==> src/rtl/riscv_defines.sv <==
// Shared core-wide definitions: datapath widths and the memory arbiter's
// state encoding and default fetch-starvation limit.
package riscv_defines;

    localparam int RISCV_ADDR_WIDTH = 32;
    localparam int RISCV_WORD_WIDTH = 32;

    // Consecutive data grants allowed while a fetch request is waiting.
    localparam int MEM_ARB_MAX_DATA_BURST = 4;

    // IDLE arbitrates combinationally; BUSY_x locks the port to one owner
    // until the memory signals ready.
    typedef enum logic [1:0] {
        IDLE   = 2'd0,
        BUSY_I = 2'd1,
        BUSY_D = 2'd2
    } arb_state_t;

endpackage : riscv_defines

==> src/rtl/mem_arbiter.sv <==
// Two-requester arbiter sharing one memory port between instruction fetch
// and the load/store unit. Data accesses win by default; a burst counter
// forces a fetch grant after MAX_DATA_BURST back-to-back data grants.
// Requests pass through combinationally (zero latency), the grant is held
// until the memory accepts, and mem_ready_i only influences next state.
module mem_arbiter
    import riscv_defines::*;
#(
    parameter int MAX_DATA_BURST = MEM_ARB_MAX_DATA_BURST
) (
    input  logic                        clk,
    input  logic                        rst_n,

    input  logic                        imem_valid_i,
    output logic                        imem_ready_o,
    input  logic [RISCV_ADDR_WIDTH-1:0] imem_addr_i,
    input  logic [RISCV_WORD_WIDTH-1:0] imem_wdata_i,
    input  logic [3:0]                  imem_we_i,
    output logic [RISCV_WORD_WIDTH-1:0] imem_rdata_o,

    input  logic                        dmem_valid_i,
    output logic                        dmem_ready_o,
    input  logic [RISCV_ADDR_WIDTH-1:0] dmem_addr_i,
    input  logic [RISCV_WORD_WIDTH-1:0] dmem_wdata_i,
    input  logic [3:0]                  dmem_we_i,
    output logic [RISCV_WORD_WIDTH-1:0] dmem_rdata_o,

    output logic                        mem_valid_o,
    input  logic                        mem_ready_i,
    output logic [RISCV_ADDR_WIDTH-1:0] mem_addr_o,
    output logic [RISCV_WORD_WIDTH-1:0] mem_wdata_o,
    output logic [3:0]                  mem_we_o,
    input  logic [RISCV_WORD_WIDTH-1:0] mem_rdata_i
);

    localparam int                CNT_W     = $clog2(MAX_DATA_BURST + 1);
    localparam logic [CNT_W-1:0] BURST_MAX = CNT_W'(MAX_DATA_BURST);

    arb_state_t       state_q, state_d;
    logic [CNT_W-1:0] burst_cnt_q, burst_cnt_d;

    logic owner_i;    // fetch owns the port this cycle
    logic owner_d;    // LSU owns the port this cycle
    logic req_valid;  // owner is presenting a request
    logic xfer_done;  // owner's request accepted by memory this cycle

    // Ownership: fresh arbitration in IDLE, locked owner in BUSY_x.
    always_comb begin
        // NOTE: every output of a combinational block gets a default first,
        // so no path through the case leaves it unassigned (no latch).
        owner_i = 1'b0;
        owner_d = 1'b0;
        case (state_q)
            IDLE: begin
                owner_d = dmem_valid_i &&
                          !(imem_valid_i && (burst_cnt_q == BURST_MAX));
                owner_i = !owner_d && imem_valid_i;
            end
            BUSY_I:  owner_i = 1'b1;
            BUSY_D:  owner_d = 1'b1;
            default: ;
        endcase
        // While reset is held the port stays quiet even if requesters are
        // still asserting valid; an in-flight request is simply abandoned.
        if (!rst_n) begin
            owner_i = 1'b0;
            owner_d = 1'b0;
        end
    end

    // Request mux toward memory; unused fields are zero when nothing is granted.
    always_comb begin
        mem_addr_o  = '0;
        mem_wdata_o = '0;
        mem_we_o    = '0;
        req_valid   = 1'b0;
        if (owner_i && imem_valid_i) begin
            req_valid   = 1'b1;
            mem_addr_o  = imem_addr_i;
            mem_wdata_o = imem_wdata_i;
            mem_we_o    = imem_we_i;
        end else if (owner_d && dmem_valid_i) begin
            req_valid   = 1'b1;
            mem_addr_o  = dmem_addr_i;
            mem_wdata_o = dmem_wdata_i;
            mem_we_o    = dmem_we_i;
        end
    end

    assign mem_valid_o  = req_valid;
    assign xfer_done    = req_valid & mem_ready_i;
    assign imem_ready_o = xfer_done & owner_i;
    assign dmem_ready_o = xfer_done & owner_d;

    // Read data is broadcast; only the owner's ready qualifies it.
    assign imem_rdata_o = mem_rdata_i;
    assign dmem_rdata_o = mem_rdata_i;

    // Next state: lock on an unaccepted grant, release on acceptance.
    // An owner that drops valid mid-transaction keeps the lock.
    always_comb begin
        state_d = state_q;
        case (state_q)
            IDLE: begin
                if (owner_i && !mem_ready_i) begin
                    state_d = BUSY_I;
                end else if (owner_d && !mem_ready_i) begin
                    state_d = BUSY_D;
                end
            end
            BUSY_I, BUSY_D: begin
                if (xfer_done) begin
                    state_d = IDLE;
                end
            end
            default: state_d = IDLE;
        endcase
    end

    // Fetch-starvation counter: counts data completions while fetch waits,
    // saturating; any fetch completion or an uncontended data completion clears it.
    always_comb begin
        burst_cnt_d = burst_cnt_q;
        if (xfer_done && owner_d) begin
            if (!imem_valid_i) begin
                burst_cnt_d = '0;
            end else if (burst_cnt_q != BURST_MAX) begin
                burst_cnt_d = burst_cnt_q + CNT_W'(1);
            end
        end else if (xfer_done && owner_i) begin
            burst_cnt_d = '0;
        end
    end

    // State and counter registers.
    always_ff @(posedge clk or negedge rst_n) begin
        if (!rst_n) begin
            state_q     <= IDLE;
            burst_cnt_q <= '0;
        end else begin
            // NOTE: non-blocking assignments so every flop samples the
            // pre-edge values regardless of statement order.
            state_q     <= state_d;
            burst_cnt_q <= burst_cnt_d;
        end
    end

endmodule : mem_arbiter

==> config.mk <==
export PLATFORM = sky130hd
export DESIGN_NAME = mem_arbiter
export DESIGN_NICKNAME = d
export VERILOG_FILES = /design/src/rtl/riscv_defines.sv /design/src/rtl/mem_arbiter.sv
export SDC_FILE = /design/constraint.sdc
export NUM_CORES = 1
export LEC_CHECK = 0
export ABC_CLOCK_PERIOD_IN_PS = 2050
export BUFFER_PORTS_ARGS = -buffer_cell sky130_fd_sc_hd__buf_2
export CAP_MARGIN = 20
export CELL_PAD_IN_SITES_DETAIL_PLACEMENT = 0
export CELL_PAD_IN_SITES_GLOBAL_PLACEMENT = 1
export CORE_AREA = 2 2 119 121
export DETAILED_ROUTE_END_ITERATION = 8
export DIE_AREA = 0 0 121 123
export GPL_ROUTABILITY_DRIVEN = 0
export PLACE_DENSITY = 0.69
export SLEW_MARGIN = 20
export SYNTH_ARGS = -nofsm -noshare
export SYNTH_HDL_FRONTEND = slang
export SYNTH_SLANG_ARGS = --single-unit
export TNS_END_PERCENT = 20
==> constraint.sdc <==
create_clock -name clk -period 2.05 [get_ports clk]
set_input_delay 0 -clock clk [delete_from_list [all_inputs] [get_ports clk]]
set_output_delay 0 -clock clk [all_outputs]
set_load 0.1 [all_outputs]
==> results by group, run 1 <==
Status
  • Status: finished, violations left
  • Failing checks: setup timing

Yosys
  • Ys flop type: dfrtp_1
  • Yosys warning count: 0
  • Synth top area cells: a22o_1 (35%), buf_4 (30%), dfrtp_1 (7.4%)
  • Post-synth cell types: 31
  • Synth top area share: 35.39%
  • Synthesized flop and latch total: 5
  • Count leader, synth: a22o_1
  • Post-Syn Area: 1683 µm²
  • Synth area leader: a22o_1
  • Mapped Cells: 208
  • Sequential share of the synthesized area: 7.435%
  • Syn nets: 386
  • Post-synth EDFFs: 0
  • Most frequent cells after synthesis: a22o_1 (68), buf_4 (67), buf_2 (11)
  • Async set or reset register ratio after synthesis: 100.0%
  • Avg Cell Area, Syn: 8.091 µm²

Worst setup path
  • Critical path endpoint category: primary output
  • Critical path arrival: 2.07 ns
  • Worst R2R Setup Slack: 0.19 ns
  • Worst R2R Start: state_q[0]$_DFFE_PN0P_
  • Required time of the critical path: 2.05 ns
  • Crit-path max FO: 6
  • Element type at the critical path start: flip-flop
  • Reg-to-Reg End: burst_cnt_q[2]$_DFFE_PN0P_
  • R2R depth: 8
  • Critical path type: reg -> out

Placement
  • Port bufs: 211
  • Post-Place Cells: 525
  • DP HPWL: 7521 µm

Job
  • Max cap viols: 0

CTS
  • Root Driver: clkbuf_16
  • H-tree depth: 1
  • Clk pin slew, worst setup/hold paths: 0.03 ns
  • Sinks on the clock net: 5
  • Bufs on Longest Clock Path: 2
  • Worst-skew pair later-pin latency: 0.23 ns
  • CTS tree: yes
  • Num CTS Buffers: 3

Global routing
  • Vias in the first global route: 2349
  • Largest net degree at the start of global routing: 22
  • First-pass GRT wire length: 13830 µm
  • Initial antenna violation count: 0
  • GRT Residual Overflow: 0
  • GRT Resource Usage Total: 12.09%

Layout
  • P&R area growth vs syn: 181.3%
  • Cell Count, Final, Fillers Out: 557
  • Fillers: 1314
  • Inserted Diodes: 0
  • Post-layout nets: 556
  • Share of layout cells above drive strength 1: 88.33%

Floorplanning
  • Core area: 13610 µm²
  • Row count: 43
  • Die Width: 121 µm
  • IO Count: 308
  • Initial Util: 12.36%
  • Die Y: 123 µm
  • Die area: 14880 µm²

Power and ir drop
  • Leakage: 2.261 nW
  • Worst VDD drop: 0.7483 mV
  • Pwr/cell area: 1285 nW/µm²

Route
  • Final WL: 11330 µm
  • Routed Antenna Nets: 0
  • DRC viols: 0
  • Mean routed wirelength per cell: 20.34 µm
  • DRT iter0 DRCs: 74
  • Via count: 2317
  • Vias per cell: 4.160
  • Total iterations of the first detailed-routing run: 4

Worst hold path
  • Hold path startpoint: mem_rdata_i[26]
  • Worst Hold Path Cells: 0
  • Hold endpoint: imem_rdata_o[26]
  • Hold Path Class: in -> out

STA
  • TNS Setup: -0.1647 ns
  • Final worst slack: -0.02369 ns
  • Period utilization: 101.2%
  • Least-Margin Pin Slew: 0.3066 ns
  • Max-slew headroom at the worst pin: 79.51%
  • Worst clock skew: 0.0005866 ns
  • RSZ-0062 raised after global routing: true
  • Fin. Hold Viols: 0
  • Max Slew Vio Count: 0
  • Hold WS: 0.00004316 ns
  • Final Critical Period: 2.074 ns
  • Fmax: 482.2 MHz
  • Final setup viols: 17
==> power breakdown <==
| part | internal [mW] | switching, mW |
|---|---|---|
| registers | 0.141 | 0.0475 |
| clock network | 0.258 | 0.0659 |
| logic | 2.31 | 3.26 |
==> cell type report <==
type	instances	area (µm²)	area share [%]
repair buffers	246	2716	57.39
multi-input cells	117	1568	33.12
well taps	180	225.2	4.758
inverters	5	18.77	0.3965
flip-flops and latches	5	126.4	2.670
clock buffers	4	78.83	1.665
==> logic make-up (layout without fill, tap and decap cells) <==
group	count (synthesis)	count (layout)	share of synthesized area, %
fa+ha+maj	5	5	3.717
flops	5	5	7.435
compound gates	88	88	45.58
simple gates	23	23	6.914
buf+inv	86	255	35.84
xor+xnor	1	1	0.5205
==> layer usage <==
metal	track usage (%)	vias up	share of wire, %
met1	15.23	1115	39
met3	1.845	22	6.6
met5	0	-	0
met2	21.49	110	52
li1	-	1070	-
met4	3.125	0	2.0
==> per-stage QoR <==
step,setup WS [ns],power [mW],util (%),area (µm²)
CTS,-0.09508,5.674,31.25,4254
global route,-0.07597,6.268,34.77,4733
global placement,0.009012,4.704,26.32,3582
detailed placement,-0.01313,4.733,26.32,3582
floorplan,-0.2597,3.607,-,1708
finish,-0.02369,6.083,34.77,4733
==> registers in the layout, indices dropped and copies added (netlist names) <==
signal and count:
burst_cnt_q 3, state_q 2
==> placed cells by master (no fill, tap or decap), drive strengths merged <==
cell type and count:
o31ai 1, nor3b 1, a21oi 3, nor2 6, or3 1, dfrtp 5, nor4 1, a21o 2
ha 5, a22o 68, nor2b 2, dlygate4sd3 1, a221o 1, a31oi 2, o21bai 2, o21a 1
o21ai 4, buf 235, and3 1, clkbuf 14, xor2 1, nand2 4, nor3 3, nand3 4
inv 5, a32o 1, a211oi 1, a41oi 1, a22oi 1
==> timing repair <==
action | CTS | global route
buffers inserted | 7 | 7
endpoints found under the hold margin | 5 | 0
gates resized for setup | 60 | 28
hold buffers | 1 | 0
pin swaps | 23 | 25
gates cloned | 4 | 11
setup endpoints to repair | 69 | 69
==> how the worst max path moves through the flow <==
| stage | from | endpoint | slack (ns) |
|---|---|---|---|
| global route | state_q[0]$_DFFE_PN0P_ | mem_we_o[1] | -0.08 |
| floorplan | state_q[0]$_DFFE_PN0P_ | mem_addr_o[5] | -0.26 |
| finish | state_q[0]$_DFFE_PN0P_ | mem_addr_o[30] | -0.02 |
| global placement | state_q[1]$_DFFE_PN0P_ | mem_wdata_o[7] | 0.009 |
| CTS | state_q[0]$_DFFE_PN0P_ | mem_we_o[0] | -0.1 |
| detailed placement | state_q[0]$_DFFE_PN0P_ | mem_wdata_o[7] | -0.01 |
==> critical path, stage by stage (launching register included) <==
cell and delay, ns:
dfrtp_2 0.43, inv_2 0.09, ha_4 0.15, a21oi_4 0.06
a31oi_4 0.20, and3_4 0.25, buf_12 0.15, buf_16 0.14
a22o_1 0.18, buf_12 0.18
Note: power is estimated with default switching activity, not from simulation.
==> inputs of run 2 (changes only) <==
ABC_CLOCK_PERIOD_IN_PS = 1900   (was 2050)
CORE_AREA = 2 2 120 122   (was 2 2 119 121)
DIE_AREA = 0 0 122 124   (was 0 0 121 123)
PLACE_DENSITY = 0.71   (was 0.69)
SLEW_MARGIN = default   (was 20)
clock period = 1.9 ns   (was 2.05 ns; I/O delays follow)
==> results by group, run 2 (same netlist as run 1, synthesis figures left out) <==
Status
  • Status: finished, violations left
  • Failing checks: setup timing

Power and ir drop
  • Leakage: 2.155 nW
  • Worst VDD drop: 0.7130 mV
  • Pwr Total: 6.393 mW
  • Pwr/cell area: 1404 nW/µm²

Layout
  • Cell Count, Final, Fillers Out: 555
  • Share of layout cells above drive strength 1: 85.07%
  • Most frequent cells in the layout: buf_2 (140), buf_12 (77), a22o_4 (44)
  • Inserted Diodes: 0
  • Final core utilization: 33.18%
  • Biggest regs: burst_cnt_q: 3 flops, state_q: 2 flops
  • Max reg flops: 3
  • Reg with most FFs: burst_cnt_q
  • Commonest non-fill, non-tap cell in the layout: buf_2
  • P&R area growth vs syn: 170.5%
  • Finished Cell Area: 4552 µm²
  • Post-layout nets: 554

Worst setup path
  • Required time of the critical path: 1.90 ns
  • Crit-path max FO: 6
  • Crit. Startpoint: state_q[0]$_DFFE_PN0P_
  • Critical path arrival: 2.18 ns
  • Element type at the critical path start: flip-flop
  • R2R depth: 8
  • Crit path largest cell delay: 0.41 ns
  • CP cell instances: inv_2 > ha_4 > a21oi_4 > a31oi_4 > a211oi_4 > buf_12 > buf_12 > buf_16 > a22o_1 > buf_12
  • CP max-delay cell: dfrtp_1
  • Reg-to-Reg End: burst_cnt_q[2]$_DFFE_PN0P_
  • Worst R2R Setup Slack: 0.05 ns
  • Critical path type: reg -> out
  • Worst R2R Start: state_q[0]$_DFFE_PN0P_
  • Critical Path Sink: mem_addr_o[22]
  • Critical path endpoint category: primary output
  • Most frequent CP cell: buf_12

STA
  • Least-Margin Pin Slew: 0.2865 ns
  • TNS Setup: -15.17 ns
  • Fin. Hold Viols: 0
  • Final worst slack: -0.2812 ns
  • Period utilization: 114.8%
  • Hold WS: 0.00004604 ns
  • Worst clock skew: 0.0009211 ns
  • Fmax: 458.5 MHz
  • Max Slew Vio Count: 0
  • RSZ-0062 raised after global routing: true
  • Max-slew headroom at the worst pin: 80.70%
  • Final setup viols: 69
  • Final Critical Period: 2.181 ns

Route
  • DRC viols: 0
  • Via count: 2349
  • DRT iter0 DRCs: 60
  • Routed Antenna Nets: 0
  • Vias per cell: 4.232
  • Final WL: 11080 µm
  • Total iterations of the first detailed-routing run: 4
  • Mean routed wirelength per cell: 19.96 µm

Placement
  • DP Area: 3602 µm²
  • Dpl ws: -0.07069 ns
  • Port bufs: 211
  • Post-Place Cells: 531
  • DP HPWL: 7371 µm

CTS
  • Root Driver: clkbuf_16
  • H-tree depth: 1
  • Worst-skew pair later-pin latency: 0.23 ns
  • Clk pin slew, worst setup/hold paths: 0.03 ns
  • Sinks on the clock net: 5
  • CTS tree: yes
  • Num CTS Buffers: 3
  • Bufs on Longest Clock Path: 2

Global routing
  • First-pass GRT wire length: 13890 µm
  • Largest net degree at the start of global routing: 25
  • Vias in the first global route: 2462
  • GRT Resource Usage Total: 12.01%
  • GRT Residual Overflow: 0
  • Initial antenna violation count: 1

Floorplanning
  • Core area: 13720 µm²
  • Initial Util: 12.27%
  • Die Y: 124 µm
  • Row count: 43
  • Die area: 15130 µm²
  • Die Width: 122 µm
  • IO Count: 308

Worst hold path
  • Hold Path Class: in -> out
  • Hold path startpoint: mem_rdata_i[2]

Job
  • Max cap viols: 0
## run 2: final cells by class
cell class                      instances  area (µm²)
Inverter                                5       18.77
Sequential cell                         5       125.1
Fill cell                            1345        9168
Multi-Input combinational cell        117        1434
Tap cell                              180       225.2
Clock buffer                            4       78.83
Timing Repair Buffer                  244        2670
## run 2: worst max-delay path: cells and delay by family, from the launching register on
kind / cells / cell delay, ns
buffers and inverters: 5 / 0.68
AOI/OAI and AO/OA: 4 / 0.67
DFF: 1 / 0.41
adders and majority gates: 1 / 0.17
## run 2: how the worst min path moves through the flow
stage                                      end  depth (start not counted)
global placement    burst_cnt_q[1]$_DFFE_PN0P_                          1
global route                   imem_rdata_o[4]                          0
detailed placement  burst_cnt_q[0]$_DFFE_PN0P_                          1
CTS                           dmem_rdata_o[18]                          0
floorplan           burst_cnt_q[0]$_DFFE_PN0P_                          0
finish                         dmem_rdata_o[2]                          0
## run 2: power breakdown
| group | internal, mW | switching [mW] | total, mW |
|---|---|---|---|
| logic | 2.41 | 3.44 | 5.85 |
| clock network | 0.278 | 0.0735 | 0.352 |
| registers | 0.150 | 0.0456 | 0.195 |
## run 2: what timing repair did
action	in CTS	in global routing
hold endpoints to repair	5	0
pin swaps	13	14
hold buffers	1	0
cloned	4	8
buffers inserted	4	4
gates resized for setup	48	22
endpoints found under the setup margin	69	71
## run 2: routing by layer
| layer | routed length [µm] | share of wire (%) | track usage [%] | vias to the layer above |
|---|---|---|---|---|
| met5 | 0 | 0 | 0 | - |
| met4 | 457 | 4.1 | 5.029 | 0 |
| met3 | 917 | 8.3 | 3.755 | 42 |
| met2 | 5743 | 52 | 23.04 | 140 |
| met1 | 3957 | 36 | 11.90 | 1105 |
| li1 | - | - | - | 1062 |
